--- src/rtl/tick_scheduler.sv ---
// tick_scheduler: multi-channel timer scheduler sharing one prescaled time base.
// A free-running prescaler emits a one-cycle tick every DIV clocks. Each tick
// starts an N_CH-cycle scan that steps one channel per cycle through a single
// shared decrementer. Expired channels post pending events, which are handed
// to the consumer one at a time in round-robin order over valid/ready.
module tick_scheduler #(
    parameter int DIV   = 50000000,
    parameter int N_CH  = 4,
    parameter int CNT_W = 16,
    parameter int CH_W  = 2
) (
    input  logic             clk,
    input  logic             rst_n,
    input  logic             cfg_valid,
    output logic             cfg_ready,
    input  logic [CH_W-1:0]  cfg_ch,
    input  logic [CNT_W-1:0] cfg_period,
    input  logic             cfg_reload,
    output logic             tick,
    output logic             evt_valid,
    output logic [CH_W-1:0]  evt_ch,
    input  logic             evt_ready,
    output logic [N_CH-1:0]  active,
    output logic [N_CH-1:0]  overrun
);

    localparam int PW = (DIV > 1) ? $clog2(DIV) : 1;

    typedef enum logic [0:0] {
        IDLE = 1'b0,
        SCAN = 1'b1
    } state_t;

    // Prescaler
    logic [PW-1:0]    presc_q, presc_d;
    logic             tick_q, tick_d;

    // Scan FSM
    state_t           state_q, state_d;
    logic [CH_W-1:0]  idx_q, idx_d;
    logic             scan_en;

    // Per-channel timer state
    logic [CNT_W-1:0] cnt_q    [N_CH];
    logic [CNT_W-1:0] cnt_d    [N_CH];
    logic [CNT_W-1:0] period_q [N_CH];
    logic [CNT_W-1:0] period_d [N_CH];
    logic [N_CH-1:0]  reload_q, reload_d;
    logic [N_CH-1:0]  active_q, active_d;
    logic [N_CH-1:0]  pending_q, pending_d;
    logic [N_CH-1:0]  overrun_q, overrun_d;

    // Event output
    logic             evt_valid_q, evt_valid_d;
    logic [CH_W-1:0]  evt_ch_q, evt_ch_d;
    logic [CH_W-1:0]  rr_ptr_q, rr_ptr_d;
    logic             rr_found;
    logic [CH_W-1:0]  rr_next;
    logic [CH_W-1:0]  rr_cand;

    logic             cfg_fire;
    logic             evt_accept;

    // Prescaler next state: wrap at DIV-1 and register the tick one cycle later
    always_comb begin
        tick_d  = (presc_q == PW'(DIV - 1));
        presc_d = tick_d ? '0 : presc_q + PW'(1);
    end

    // Prescaler and tick registers
    always_ff @(posedge clk or negedge rst_n) begin
        if (!rst_n) begin
            presc_q <= '0;
            tick_q  <= 1'b0;
        end else begin
            // NOTE: non-blocking assignments on every flop so all registers
            // update from the same pre-edge values regardless of block order.
            presc_q <= presc_d;
            tick_q  <= tick_d;
        end
    end

    // FSM state register
    always_ff @(posedge clk or negedge rst_n) begin
        if (!rst_n) begin
            state_q <= IDLE;
            idx_q   <= '0;
        end else begin
            state_q <= state_d;
            idx_q   <= idx_d;
        end
    end

    // FSM next state: a tick starts a scan at channel 0; the last channel ends it
    always_comb begin
        // NOTE: every comb output gets a default first so no path leaves it
        // unassigned, which would otherwise infer a latch.
        state_d = state_q;
        idx_d   = idx_q;
        unique case (state_q)
            IDLE: begin
                if (tick_q) begin
                    state_d = SCAN;
                    idx_d   = '0;
                end
            end
            SCAN: begin
                idx_d = idx_q + CH_W'(1);
                if (idx_q == CH_W'(N_CH - 1)) begin
                    state_d = IDLE;
                end
            end
            default: state_d = IDLE;
        endcase
    end

    // FSM outputs: config is blocked in the tick cycle and throughout the scan
    always_comb begin
        cfg_ready = (state_q == IDLE) && !tick_q;
        scan_en   = (state_q == SCAN);
    end

    // Round-robin search: first pending channel at or after rr_ptr, wrapping
    always_comb begin
        rr_found = 1'b0;
        rr_next  = rr_ptr_q;
        rr_cand  = '0;
        for (int k = 0; k < N_CH; k++) begin
            rr_cand = rr_ptr_q + CH_W'(k);
            if (!rr_found && pending_q[rr_cand]) begin
                rr_found = 1'b1;
                rr_next  = rr_cand;
            end
        end
    end

    // Channel datapath: config accept, scan step and event hand-off
    always_comb begin
        cnt_d       = cnt_q;
        period_d    = period_q;
        reload_d    = reload_q;
        active_d    = active_q;
        pending_d   = pending_q;
        overrun_d   = overrun_q;
        evt_valid_d = evt_valid_q;
        evt_ch_d    = evt_ch_q;
        rr_ptr_d    = rr_ptr_q;

        cfg_fire   = cfg_valid && cfg_ready;
        evt_accept = evt_valid_q && evt_ready;

        // Event hand-off; a new event is only offered from an idle output
        if (evt_accept) begin
            pending_d[evt_ch_q] = 1'b0;
            rr_ptr_d            = evt_ch_q + CH_W'(1);
            evt_valid_d         = 1'b0;
        end else if (!evt_valid_q && rr_found) begin
            evt_valid_d = 1'b1;
            evt_ch_d    = rr_next;
        end

        // Config only happens in IDLE, so it never collides with the scan step
        if (cfg_fire) begin
            overrun_d[cfg_ch] = 1'b0;
            if (cfg_period != '0) begin
                period_d[cfg_ch] = cfg_period;
                cnt_d[cfg_ch]    = cfg_period;
                reload_d[cfg_ch] = cfg_reload;
                active_d[cfg_ch] = 1'b1;
            end else begin
                cnt_d[cfg_ch]    = '0;
                active_d[cfg_ch] = 1'b0;
            end
        end

        // Scan step for the channel under the shared decrementer. The pending
        // set is applied after the accept clear so a same-cycle set wins, and
        // an event consumed this cycle does not count as an overrun.
        if (scan_en && active_q[idx_q]) begin
            if (cnt_q[idx_q] == CNT_W'(1)) begin
                if (pending_q[idx_q] && !(evt_accept && (evt_ch_q == idx_q))) begin
                    overrun_d[idx_q] = 1'b1;
                end
                pending_d[idx_q] = 1'b1;
                if (reload_q[idx_q]) begin
                    cnt_d[idx_q] = period_q[idx_q];
                end else begin
                    cnt_d[idx_q]    = '0;
                    active_d[idx_q] = 1'b0;
                end
            end else begin
                cnt_d[idx_q] = cnt_q[idx_q] - CNT_W'(1);
            end
        end
    end

    // Channel and event registers
    always_ff @(posedge clk or negedge rst_n) begin
        if (!rst_n) begin
            // NOTE: the counter/period arrays are reset explicitly; reset
            // must leave every channel disarmed with known state, so they
            // are real flops, not a RAM.
            for (int i = 0; i < N_CH; i++) begin
                cnt_q[i]    <= '0;
                period_q[i] <= '0;
            end
            reload_q    <= '0;
            active_q    <= '0;
            pending_q   <= '0;
            overrun_q   <= '0;
            evt_valid_q <= 1'b0;
            evt_ch_q    <= '0;
            rr_ptr_q    <= '0;
        end else begin
            cnt_q       <= cnt_d;
            period_q    <= period_d;
            reload_q    <= reload_d;
            active_q    <= active_d;
            pending_q   <= pending_d;
            overrun_q   <= overrun_d;
            evt_valid_q <= evt_valid_d;
            evt_ch_q    <= evt_ch_d;
            rr_ptr_q    <= rr_ptr_d;
        end
    end

    assign tick      = tick_q;
    assign evt_valid = evt_valid_q;
    assign evt_ch    = evt_ch_q;
    assign active    = active_q;
    assign overrun   = overrun_q;

endmodule

--- config.mk ---
export PLATFORM = sky130hd
export DESIGN_NAME = tick_scheduler
export DESIGN_NICKNAME = d
export VERILOG_FILES = /design/src/rtl/tick_scheduler.sv
export SDC_FILE = /design/constraint.sdc
export NUM_CORES = 1
export LEC_CHECK = 0
export CORE_MARGIN = 1
export CORE_UTILIZATION = 35
export CTS_CLUSTER_DIAMETER = 80
export DETAILED_ROUTE_END_ITERATION = 7
export HOLD_SLACK_MARGIN = 0.08
export SLEW_MARGIN = 20
export SYNTH_ARGS = -nofsm -noshare
export SYNTH_HDL_FRONTEND = slang
export SYNTH_SLANG_ARGS = --single-unit
--- constraint.sdc ---
create_clock -name clk -period 3.1 [get_ports clk]
set_clock_uncertainty 0.2 [all_clocks]
set_input_delay 0.465 -clock clk [delete_from_list [all_inputs] [get_ports clk]]
set_output_delay 0.465 -clock clk [all_outputs]
set_load 0.005 [all_outputs]
==> results.env, run 1 <==
ROUTEDWLPERCELL_UM=21.0
CELLPOWERDENSITY_nW_PER_UM2=539
POST_DRT_VIA_CELL_RATIO=5.85
CTS_TREE='yes'
WORSTPATHCELLLIST='buf_4 > mux4_2 > buf_4 > or4_1 > nor2_1 > xor2_1 > a31oi_1 > o21ai_0'
SYNTH_SEQ_CELLS=179
SYNTH_XOR_AREA_SHARE_PCT=3.05
WORST_SETUP_PATH_START_KIND='flop'
FINAL_AREA_UM2=11600
ROUTED-VIA-COUNT=8002
DPL-INSTANCE-AREA_UM2=10800
PLACEABLECOREAREA_UM2=26400
TIGHTEST_SLEW_NS=0.705
DIE_AREA_UM2=27800
SYNTHADDERAREAFRAC_PCT=1.45
SYNTH-SIMPLE-AREA-SHARE_PCT=17.5
SYNTH-MAIN-FF-CELL='dfrtp_1'
SYNTH_SEQUENTIAL_AREA_RATIO_PCT=47.2
YS_ASYNC_SR_FRACTION_PCT=100
CTS.SINKS=179
PORT_BUFFERS=35
TIMING.CRITICAL_PATH.SLOWEST_STAGE_CELL='or4_1'
SYNTH_COMPOUND_GATE_AREA_SHARE_PCT=15.3
MOST-COMMON-LAYOUT-CELLS='nand2_1 (205), dfrtp_1 (177), buf_4 (89)'
POST_SYNTH.CELL_AREA_AVG_UM2=10.2
FINAL_NETS=1053
POST_SYNTH_MUX_AREA_SHARE_PCT=11.5
SYNTH_CELL_TYPE_COUNT=70
OUTCOME='finished, final reports clean'
POST-ROUTE-PERIOD-UTIL_PCT=99.3
GRT_FIRST_PASS_WIRELENGTH_UM=45500
SETUP_VIOL_COUNT_FINAL=0
DIE_W_UM=167
DIODES=0
SYNTH_EDF_COUNT=0
MAX-CLOCK-PATH-BUFFERS=2
DETAIL_ROUTE.ITER0.VIOLATIONS=718
MAX_SLEW_MARGIN_PCT=52.9
RSZ0062_AT_GRT='yes'
GP_CONGESTION=0.935
CRIT_TYPE='flop to flop'
INITIAL_CORE_UTIL_PCT=36.0
NUMBER_OF_ANTENNA_VIOLATIONS_AT_THE_FIRST_CHECK_IN_GLOBAL_ROUTING=0
GRT_UTIL_ALL_LAYERS_PCT=21.1
POSTROUTEANTENNANETS=0
FINAL.SETUP.TNS_NS=0
GRT_OVERFLOW_TOTAL=0
CP_DATA_REQUIRED_TIME_NS=3.25
LAYOUT_COMMONEST_CELL='nand2_1'
CTS.ROOT.BUFFER_CELL='clkbuf_16'
VDD_IR_DROP_MAX_mV=0.373
ROUTED_WL_UM=28700
DIE_Y_UM=167
POST_SYNTH_INST_COUNT=932
WORST_PATH_LARGEST_CELL_DELAY_NS=0.58
SHARE_OF_POST_ROUTE_CELLS_WITH_DRIVE_STRENGTH_ABOVE_1_PCT=22.3
CP_DATA_ARRIVAL_TIME_NS=3.23
SYN-CELL-AREA_UM2=9490
FINISHED_CORE_UTIL_PCT=44.0
POWER.STATIC_LEAKAGE_nW=5.04
CRITICAL_PATH.MAX_FANOUT=5
DRV.MAX_CAP_VIOLATION_COUNT=0
CLK_TRANSITION_REPORTED_PATHS_NS=0.07
CLOCK_INSERTION_DELAY_WORST_SKEW_NS=0.45
TIMING_HOLD_VIOLATIONS_FINAL=0
CRITICAL_PATH.ENDPOINT_TYPE='flop'
MAX_CLOCK_FREQ_MHz=325
SYNTHESIS.NETS=966
DP_HPWL_UM=19900
SLEW_VIOL_FINAL=0
CORE.ROWCOUNT=59
DETAILED_ROUTER_ITERATION_COUNT_BEFORE_ANTENNA_REPAIR=5
AREA.GROWTH.SYNTH_TO_FINAL_PCT=22.2
LARGEST_NET_DEGREE_AT_THE_START_OF_GLOBAL_ROUTING=60
GRT_PASS1_VIAS=7935
FIN_CRIT_NS=3.08
DRC_VIOLATIONS=0
CRITPATHMOSTFREQUENTCELL='buf_4'
SYNTH_TOP_FAMILY_BY_AREA='simple AND/OR/NAND/NOR gates'
YOSYS_WARNINGS=0
H-TREE-DEPTH=4
NUMCTSBUFFERS=17
IOPINCOUNT=36
TIMING.HOLD.WORST.CLASS='flop to flop'
-- sequential cells by signal, indices dropped and copies added, names as in the netlist --
register,flops
cnt_q,64
period_q,64
presc_q,26
active,4
overrun,4
pending_q,4
reload_q,4
evt_ch,2
idx_q,2
rr_ptr_q,2
evt_valid,1
scan_en,1
tick,1
-- logic make-up after synthesis --
logic type,Yosys count
adders and majority gates,11
DFF,179
muxes,62
xor gates and xnor gates,33
and+or+nand+nor,357
buffers and inverters,85
AOI/OAI and AO/OA,205
-- where the power goes --
part           switching [mW]  internal, mW
Combinational           0.640         0.568
Sequential              0.170          2.63
Clock                    1.09          1.16
Total                    1.90          4.36
-- cell usage after synthesis (all sizes together) (13+ instances only) --
| master | number | area share, % |
|---|---|---|
| dfrtp | 179 | 47 |
| clkbuf | 55 | 2.2 |
| mux2 | 22 | 2.6 |
| inv | 14 | 0.55 |
| buf | 16 | 1.3 |
| a31oi | 22 | 1.5 |
| a21oi | 66 | 3.6 |
| xnor2 | 15 | 1.4 |
| a221oi | 44 | 4.1 |
| o21ai | 17 | 0.90 |
| nor2 | 50 | 2.0 |
| mux4 | 34 | 8.2 |
| a22oi | 13 | 1.4 |
| nand2 | 205 | 8.1 |
| nand3 | 28 | 1.5 |
| xor2 | 18 | 1.7 |
-- path summary, 6_finish.rpt --
check | start | to | slack [ns] | cells after the start
max | idx_q[0] | cnt_q[37] | 0.02 | 8
min | presc_q[0] | presc_q[0] | 0.26 | 1
max reg2reg | idx_q[0] | cnt_q[37] | 0.02 | 8
min reg2reg | presc_q[0] | presc_q[0] | 0.26 | 1
max in group asynchronous | rst_n | period_q[55] | 1.60 | 3
min in group asynchronous | rst_n | period_q[61] | 0.31 | 2
-- worst max-delay path: cells and delay by family (launching register included) --
family	cells	cell delay [ns]
simple gates	2	0.80
mux	1	0.56
flops	1	0.46
xor+xnor	1	0.38
buf+inv	2	0.33
compound gates	2	0.25
-- what timing repair did --
action                                 4_1_cts  5_1_grt
hold buffers                                 1        0
gates resized for setup                      3       17
endpoints found under the hold margin       39        0
cloned                                       0        1
setup endpoints to repair                   17       46
buffers inserted                             3        6
pin swaps                                    1        9
-- final cells by class --
type,instances,area (µm²)
Multi-Input combinational cell,668,4730
Tap cell,335,419
Timing Repair Buffer,139,1310
Clock inverter,15,183
Fill cell,2447,14800
Inverter,14,52.6
Clock buffer,17,425
Sequential cell,179,4480
-- per-layer routing --
layer	wire (µm)	part of all wire, %	GRT usage [%]
met4	721	2.5	7.41
met1	12900	45	29.1
met5	0	0	0
met2	13300	46	33.2
met3	1820	6.3	3.85
-- per-stage QoR --
stage | hold WS (ns) | setup slack [ns] | power [mW] | cells
3_5_place_dp | 0.221 | -0.0613 | 4.00 | 1324
5_1_grt | 0.292 | -0.0540 | 6.51 | 1367
3_3_place_gp | 0.222 | -0.0799 | 3.96 | 1323
2_1_floorplan | -0.0306 | -0.000388 | 3.54 | 932
4_1_cts | 0.264 | 0.000494 | 6.23 | 1360
6_report | 0.264 | 0.0230 | 6.25 | 1367
No activity file was read; power rests on OpenSTA's default activity.
==> run 2, diff against run 1 <==
--- a/config.mk
+++ b/config.mk
@@ -9,7 +9,10 @@
 export CORE_UTILIZATION = 35
 export CTS_CLUSTER_DIAMETER = 80
 export DETAILED_ROUTE_END_ITERATION = 7
+export GPL_ROUTABILITY_DRIVEN = 0
+export GPL_TIMING_DRIVEN = 1
 export HOLD_SLACK_MARGIN = 0.08
+export PLACE_DENSITY = 0.57
 export SLEW_MARGIN = 20
 export SYNTH_ARGS = -nofsm -noshare
 export SYNTH_HDL_FRONTEND = slang
==> results.env, run 2 (synthesis results as in run 1) <==
DIE_Y_UM=167  # unchanged
WORSTREGTOREGCELLS=8  # unchanged
SLEW_VIOL_FINAL=0  # unchanged
P_TOTAL_mW=6.35  # +1.5%
LAYOUT_COMMONEST_CELL='nand2_1'
SETUP.REG_TO_REG.WORST_SLACK_NS=-0.02  # -0.04 ns
CTS.SINKS=179  # unchanged
ROUTEDWLPERCELL_UM=21.4  # +2.1%
FILL_CELL_TOTAL_OF_THE_FINISHED_LAYOUT=2426  # -0.86%
CP_DATA_ARRIVAL_TIME_NS=3.21  # -0.02 ns
POWER.STATIC_LEAKAGE_nW=5.23  # +3.7%
OUTCOME='complete, but fails checks'
TIMING.CRITICAL_PATH.FROM='idx_q[0]'
DIE_W_UM=167  # unchanged
MULTI_INPUT_AREA_UM2=4800  # +1.6%
CLOCK_INSERTION_DELAY_WORST_SKEW_NS=0.44  # about the same
LARGEST_NET_DEGREE_AT_THE_START_OF_GLOBAL_ROUTING=72  # +20%
FINAL_WORST_SETUP_SLACK_NS=-0.0204  # -0.0434 ns
FINAL_AREA_UM2=12000  # +3.1%
FINALHOLDWORSTSLACK_NS=0.262  # -0.00268 ns
RSZ0062_AT_GRT='yes'
SETUP_VIOL_COUNT_FINAL=4  # +4
CTS.ROOT.BUFFER_CELL='clkbuf_16'
MOST-COMMON-LAYOUT-CELLS='nand2_1 (205), dfrtp_1 (177), buf_4 (112)'
TOP_REGS='cnt_q x64, period_q x64, presc_q x26'
DRC_VIOLATIONS=0  # unchanged
POST_DRT_VIA_CELL_RATIO=5.78  # -1.3%
PLACED_CELLS=1357  # +2.5%
PORT_BUFFERS=35  # unchanged
GRT_PASS1_VIAS=8196  # +3.3%
DPL-INSTANCE-AREA_UM2=11100  # +2.7%
CRITICAL_PATH.ENDPOINT_TYPE='flop'
FINISHED_CORE_UTIL_PCT=45.4  # +1.4 points
GRT_UTIL_ALL_LAYERS_PCT=22.2  # +1.1 points
CELLPOWERDENSITY_nW_PER_UM2=531  # -1.5%
LAYOUTNONFILLERINSTCOUNT=1399  # +2.3%
GRT_OVERFLOW_TOTAL=0  # unchanged
CRIT_TYPE='flop to flop'
AREA.SEQUENTIAL_UM2=4480  # unchanged
TIGHTEST_SLEW_NS=0.909  # +0.204 ns
DETAIL_ROUTE.ITER0.VIOLATIONS=644  # -10%
DIE_AREA_UM2=27800  # unchanged
IOPINCOUNT=36  # unchanged
CP_DATA_REQUIRED_TIME_NS=3.19  # -0.06 ns
CRITICAL_PATH.MAX_FANOUT=8  # +3
POSTROUTEANTENNANETS=0  # unchanged
FIN_CRIT_NS=3.12  # +0.0434 ns
H-TREE-DEPTH=4  # unchanged
WORST_SETUP_PATH_START_KIND='flop'
PLACEABLECOREAREA_UM2=26400  # unchanged
TIMING.HOLD.WORST.CLASS='flop to flop'
GRT_FIRST_PASS_WIRELENGTH_UM=47600  # +4.5%
DIODES=0  # unchanged
FINAL_NETS=1085  # +3.0%
ROUTED-VIA-COUNT=8082  # +1.0%
TIMING_HOLD_VIOLATIONS_FINAL=0  # unchanged
VDD_IR_DROP_MAX_mV=0.423  # +13%
POST-ROUTE-PERIOD-UTIL_PCT=101  # +1.4 points
SHARE_OF_POST_ROUTE_CELLS_WITH_DRIVE_STRENGTH_ABOVE_1_PCT=25.7  # +3.4 points
AREA.GROWTH.SYNTH_TO_FINAL_PCT=25.9
MAX_CLOCK_FREQ_MHz=320  # -1.4%
NUMBER_OF_ANTENNA_VIOLATIONS_AT_THE_FIRST_CHECK_IN_GLOBAL_ROUTING=0  # unchanged
VIOLATIONS='negative setup slack'
CLK_TRANSITION_REPORTED_PATHS_NS=0.07  # about the same
MAX-CLOCK-PATH-BUFFERS=2  # unchanged
TIMING.CRITICAL_PATH.TO='cnt_q[26]'
MAX_SLEW_MARGIN_PCT=39.3  # -14 points
CORE.ROWCOUNT=59  # unchanged
DP_HPWL_UM=20800  # +4.4%
DETAILED_ROUTER_ITERATION_COUNT_BEFORE_ANTENNA_REPAIR=7  # +2
R2R_END='cnt_q[26]'
DRV.MAX_CAP_VIOLATION_COUNT=0  # unchanged
CTS_TREE='yes'
INITIAL_CORE_UTIL_PCT=36.0  # unchanged
NUMCTSBUFFERS=17  # unchanged
ROUTED_WL_UM=30000  # +4.5%
RR_STARTPOINT='idx_q[0]'
-- run 2: changes by cell type in the layout (fill, tap and decap cells not counted), sizes merged --
cell,previous run,this run
clkbuf,18,19
clkinv,4,5
bufinv,1,2
clkinvlp,2,0
buf,103,135
inv,22,21
-- run 2: layout make-up --
type | count | area share (%)
clock buffers | 18 | 3.59
repair buffers | 171 | 13.4
inverters | 14 | 0.440
multi-input cells | 668 | 40.2
well taps | 335 | 3.51
clock inverters | 14 | 1.41
flip-flops and latches | 179 | 37.5
-- run 2: timing repair --
action,in CTS,in global routing
hold endpoints to repair,68,0
buffers inserted,0,8
hold buffers,1,0
resized for setup,4,33
setup endpoints to repair,118,60
pin swaps,0,16
cloned,0,1
-- run 2: power by group --
group | switching, mW | internal (mW)
Combinational | 0.675 | 0.624
Sequential | 0.176 | 2.63
Clock | 1.02 | 1.22
-- run 2: worst max-delay path, stage by stage, from the launching register on --
cell	delay (ns)
dfrtp_2	0.37
buf_12	0.13
buf_12	0.13
mux4_2	0.58
or4_4	0.60
nor3_4	0.37
a311oi_2	0.18
a221oi_4	0.30
a21oi_1	0.10
-- run 2: per-layer routing --
metal  GRT usage (%)  routed length, µm  up-vias
li1                -                  -     3631
met1            30.6              13400     4069
met2            35.6              14200      323
met3            3.37               1590       59
met4            7.85                820        0
met5               0                  0        -
-- run 2: how the worst min path moves through the flow --
stage               startpoint          to  slack [ns]  cells after the start
floorplan                rst_n   active[0]       -0.03                      0
global placement    presc_q[0]  presc_q[0]        0.25                      1
detailed placement  presc_q[0]  presc_q[0]        0.25                      1
CTS                 presc_q[0]  presc_q[0]        0.26                      1
global route        presc_q[0]  presc_q[0]        0.29                      1
finish              presc_q[0]  presc_q[0]        0.26                      1
-- run 2: through the flow --
stage | TNS, ns | setup WS [ns]
after floorplan | -0.000388 | -0.000388
after global placement | -88.58 | -0.801
after detailed placement | -81.18 | -0.752
after CTS | 0 | 0.00178
after global routing | -1.44 | -0.0960
final | -0.0345 | -0.0204
==> run 3, diff against run 2 <==
--- a/config.mk
+++ b/config.mk
@@ -5,6 +5,8 @@
 export SDC_FILE = /design/constraint.sdc
 export NUM_CORES = 1
 export LEC_CHECK = 0
+export CELL_PAD_IN_SITES_DETAIL_PLACEMENT = 0
+export CELL_PAD_IN_SITES_GLOBAL_PLACEMENT = 1
 export CORE_MARGIN = 1
 export CORE_UTILIZATION = 35
 export CTS_CLUSTER_DIAMETER = 80
@@ -12,7 +14,7 @@
 export GPL_ROUTABILITY_DRIVEN = 0
 export GPL_TIMING_DRIVEN = 1
 export HOLD_SLACK_MARGIN = 0.08
-export PLACE_DENSITY = 0.57
+export PLACE_DENSITY = 0.68
 export SLEW_MARGIN = 20
 export SYNTH_ARGS = -nofsm -noshare
 export SYNTH_HDL_FRONTEND = slang
==> results.env, run 3 (synthesis results as in run 1) <==
SHARE_OF_POST_ROUTE_CELLS_WITH_DRIVE_STRENGTH_ABOVE_1_PCT=27.1  # +1.4 points
CRIT_TYPE='flop to flop'
CORE.ROWCOUNT=59  # unchanged
H-TREE-DEPTH=4  # unchanged
PLACED_CELLS=1363  # +0.44%
RR_STARTPOINT='idx_q[0]'
MOST-COMMON-LAYOUT-CELLS='nand2_1 (202), dfrtp_1 (177), buf_4 (128)'
DP_WORST_SETUP_SLACK_NS=-0.219  # +0.533 ns
DIE_AREA_UM2=27800  # unchanged
TIMING_HOLD_VIOLATIONS_FINAL=0  # unchanged
DRC_VIOLATIONS=0  # unchanged
TIMING.CRITICAL_PATH.FROM='idx_q[0]'
DIE_W_UM=167  # unchanged
MAX-CLOCK-PATH-BUFFERS=2  # unchanged
TIMING.HOLD.WORST.CLASS='flop to flop'
TOPROUTINGLAYERUSED='met4'
PORT_BUFFERS=35  # unchanged
HOLD_START='presc_q[0]'
MAX_CLOCK_FREQ_MHz=318  # -0.68%
ROUTE.MET2.WL_UM=13500  # -4.8%
FINAL_NETS=1103  # +1.7%
TIGHTEST_SLEW_NS=0.676  # -0.233 ns
DP_HPWL_UM=20600  # -0.97%
CP_DATA_REQUIRED_TIME_NS=3.26  # +0.07 ns
GRT_FIRST_PASS_WIRELENGTH_UM=46700  # -1.8%
OUTCOME='complete, but fails checks'
POSTROUTEANTENNANETS=0  # unchanged
AREA.GROWTH.SYNTH_TO_FINAL_PCT=28.3
CLOCK_INSERTION_DELAY_WORST_SKEW_NS=0.44  # about the same
NUMBER_OF_ANTENNA_VIOLATIONS_AT_THE_FIRST_CHECK_IN_GLOBAL_ROUTING=0  # unchanged
DETAILROUTE.WIRELENGTH.MET3_UM=2400  # +51%
CTS.SINKS=179  # unchanged
FINAL_WORST_SETUP_SLACK_NS=-0.0416  # -0.0213 ns
DIODES=0  # unchanged
POST-ROUTE-PERIOD-UTIL_PCT=101  # +0.69 points
FINISHED_CORE_UTIL_PCT=46.2  # +0.85 points
DIE_Y_UM=167  # unchanged
NUMCTSBUFFERS=17  # unchanged
FIN_CRIT_NS=3.14  # +0.0213 ns
SLEW_VIOL_FINAL=0  # unchanged
CP_DATA_ARRIVAL_TIME_NS=3.30  # +0.09 ns
GRT_UTIL_ALL_LAYERS_PCT=21.9  # -0.30 points
LARGEST_NET_DEGREE_AT_THE_START_OF_GLOBAL_ROUTING=58  # -19%
IOPINCOUNT=36  # unchanged
DETAILED_ROUTER_ITERATION_COUNT_BEFORE_ANTENNA_REPAIR=6  # -1
FINAL.SETUP.TNS_NS=-0.267  # -0.233 ns
PLACEABLECOREAREA_UM2=26400  # unchanged
GRT_OVERFLOW_TOTAL=0  # unchanged
MET1WIRELENGTH_UM=13200  # -0.96%
POWER.STATIC_LEAKAGE_nW=5.34  # +2.1%
LAYOUTNONFILLERINSTCOUNT=1417  # +1.3%
DRV.MAX_CAP_VIOLATION_COUNT=0  # unchanged
SETUP_VIOL_COUNT_FINAL=18  # +14
FILL_CELL_TOTAL_OF_THE_FINISHED_LAYOUT=2428  # +0.082%
MAX_SLEW_MARGIN_PCT=55.0  # +16 points
ROUTED_WL_UM=29700  # -0.77%
ROUTED-VIA-COUNT=8042  # -0.49%
GRT_PASS1_VIAS=8080  # -1.4%
CRITICAL_PATH.MAX_FANOUT=9  # +1
POST_DRT_VIA_CELL_RATIO=5.68  # -1.8%
CELLPOWERDENSITY_nW_PER_UM2=525  # -1.0%
TOP_REGS='cnt_q x64, period_q x64, presc_q x26'
VIOLATIONS='negative setup slack'
VDD_IR_DROP_MAX_mV=0.358  # -15%
CTS.ROOT.BUFFER_CELL='clkbuf_16'
WORST_SETUP_PATH_START_KIND='flop'
LAYOUT_COMMONEST_CELL='nand2_1'
DETAIL_ROUTE.ITER0.VIOLATIONS=615  # -4.5%
MULTI_INPUT_AREA_UM2=4820  # +0.34%
CLK_TRANSITION_REPORTED_PATHS_NS=0.07  # about the same
INITIAL_CORE_UTIL_PCT=36.0  # unchanged
ROUTEDWLPERCELL_UM=21.0  # -2.0%
RSZ0062_AT_GRT='yes'
AREA.SEQUENTIAL_UM2=4480  # unchanged
CTS_TREE='yes'
P_TOTAL_mW=6.40  # +0.79%
CRITICAL_PATH.ENDPOINT_TYPE='flop'
-- run 3: critical path, cell delays in order (launching register included) --
cell       delay (ns)
dfrtp_2          0.42
buf_12           0.14
buf_12           0.11
mux4_2           0.54
buf_6            0.16
nor4_4           0.35
nand4_4          0.20
buf_6            0.17
nor3_4           0.31
clkbuf_16        0.23
a21oi_1          0.07
a21oi_1          0.16
-- run 3: layer usage --
layer	vias up	GRT usage, %
met5	-	0
li1	3663	-
met2	315	34.1
met1	4018	30.4
met4	0	6.84
met3	46	4.75
-- run 3: what timing repair did --
action                                  4_1_cts  5_1_grt
resized for setup                             3       40
hold endpoints to repair                     53        0
endpoints found under the setup margin        9       52
gates cloned                                  0        1
hold buffers                                  1        0
pin swaps                                     0       14
buffers inserted                              2       17
-- run 3: power breakdown --
part | switching [mW] | internal, mW
clock | 1.10 | 1.16
sequential | 0.170 | 2.63
combinational | 0.680 | 0.650
total | 1.95 | 4.44
-- run 3: layout make-up --
class | instances | area share [%]
clock buffers | 17 | 3.49
clock inverters | 15 | 1.53
inverters | 14 | 0.432
multi-input cells | 668 | 39.6
flip-flops and latches | 179 | 36.8
well taps | 335 | 3.44
repair buffers | 189 | 14.7
-- run 3: stage by stage --
step	cell area (µm²)	hold WS, ns
3_5_place_dp	11200	0.259
3_3_place_gp	11200	0.253
6_report	12200	0.268
5_1_grt	12200	0.301
2_1_floorplan	9540	-0.0306
4_1_cts	11800	0.269
-- run 3: worst paths after layout --
check	endpoint	slack (ns)	depth (start not counted)
setup / recovery	cnt_q[3]	-0.04	11
hold / removal	presc_q[0]	0.27	1
setup reg to reg	cnt_q[3]	-0.04	11
hold reg to reg	presc_q[0]	0.27	1
max in group asynchronous	idx_q[0]	1.59	3
min in group asynchronous	presc_q[22]	0.35	2
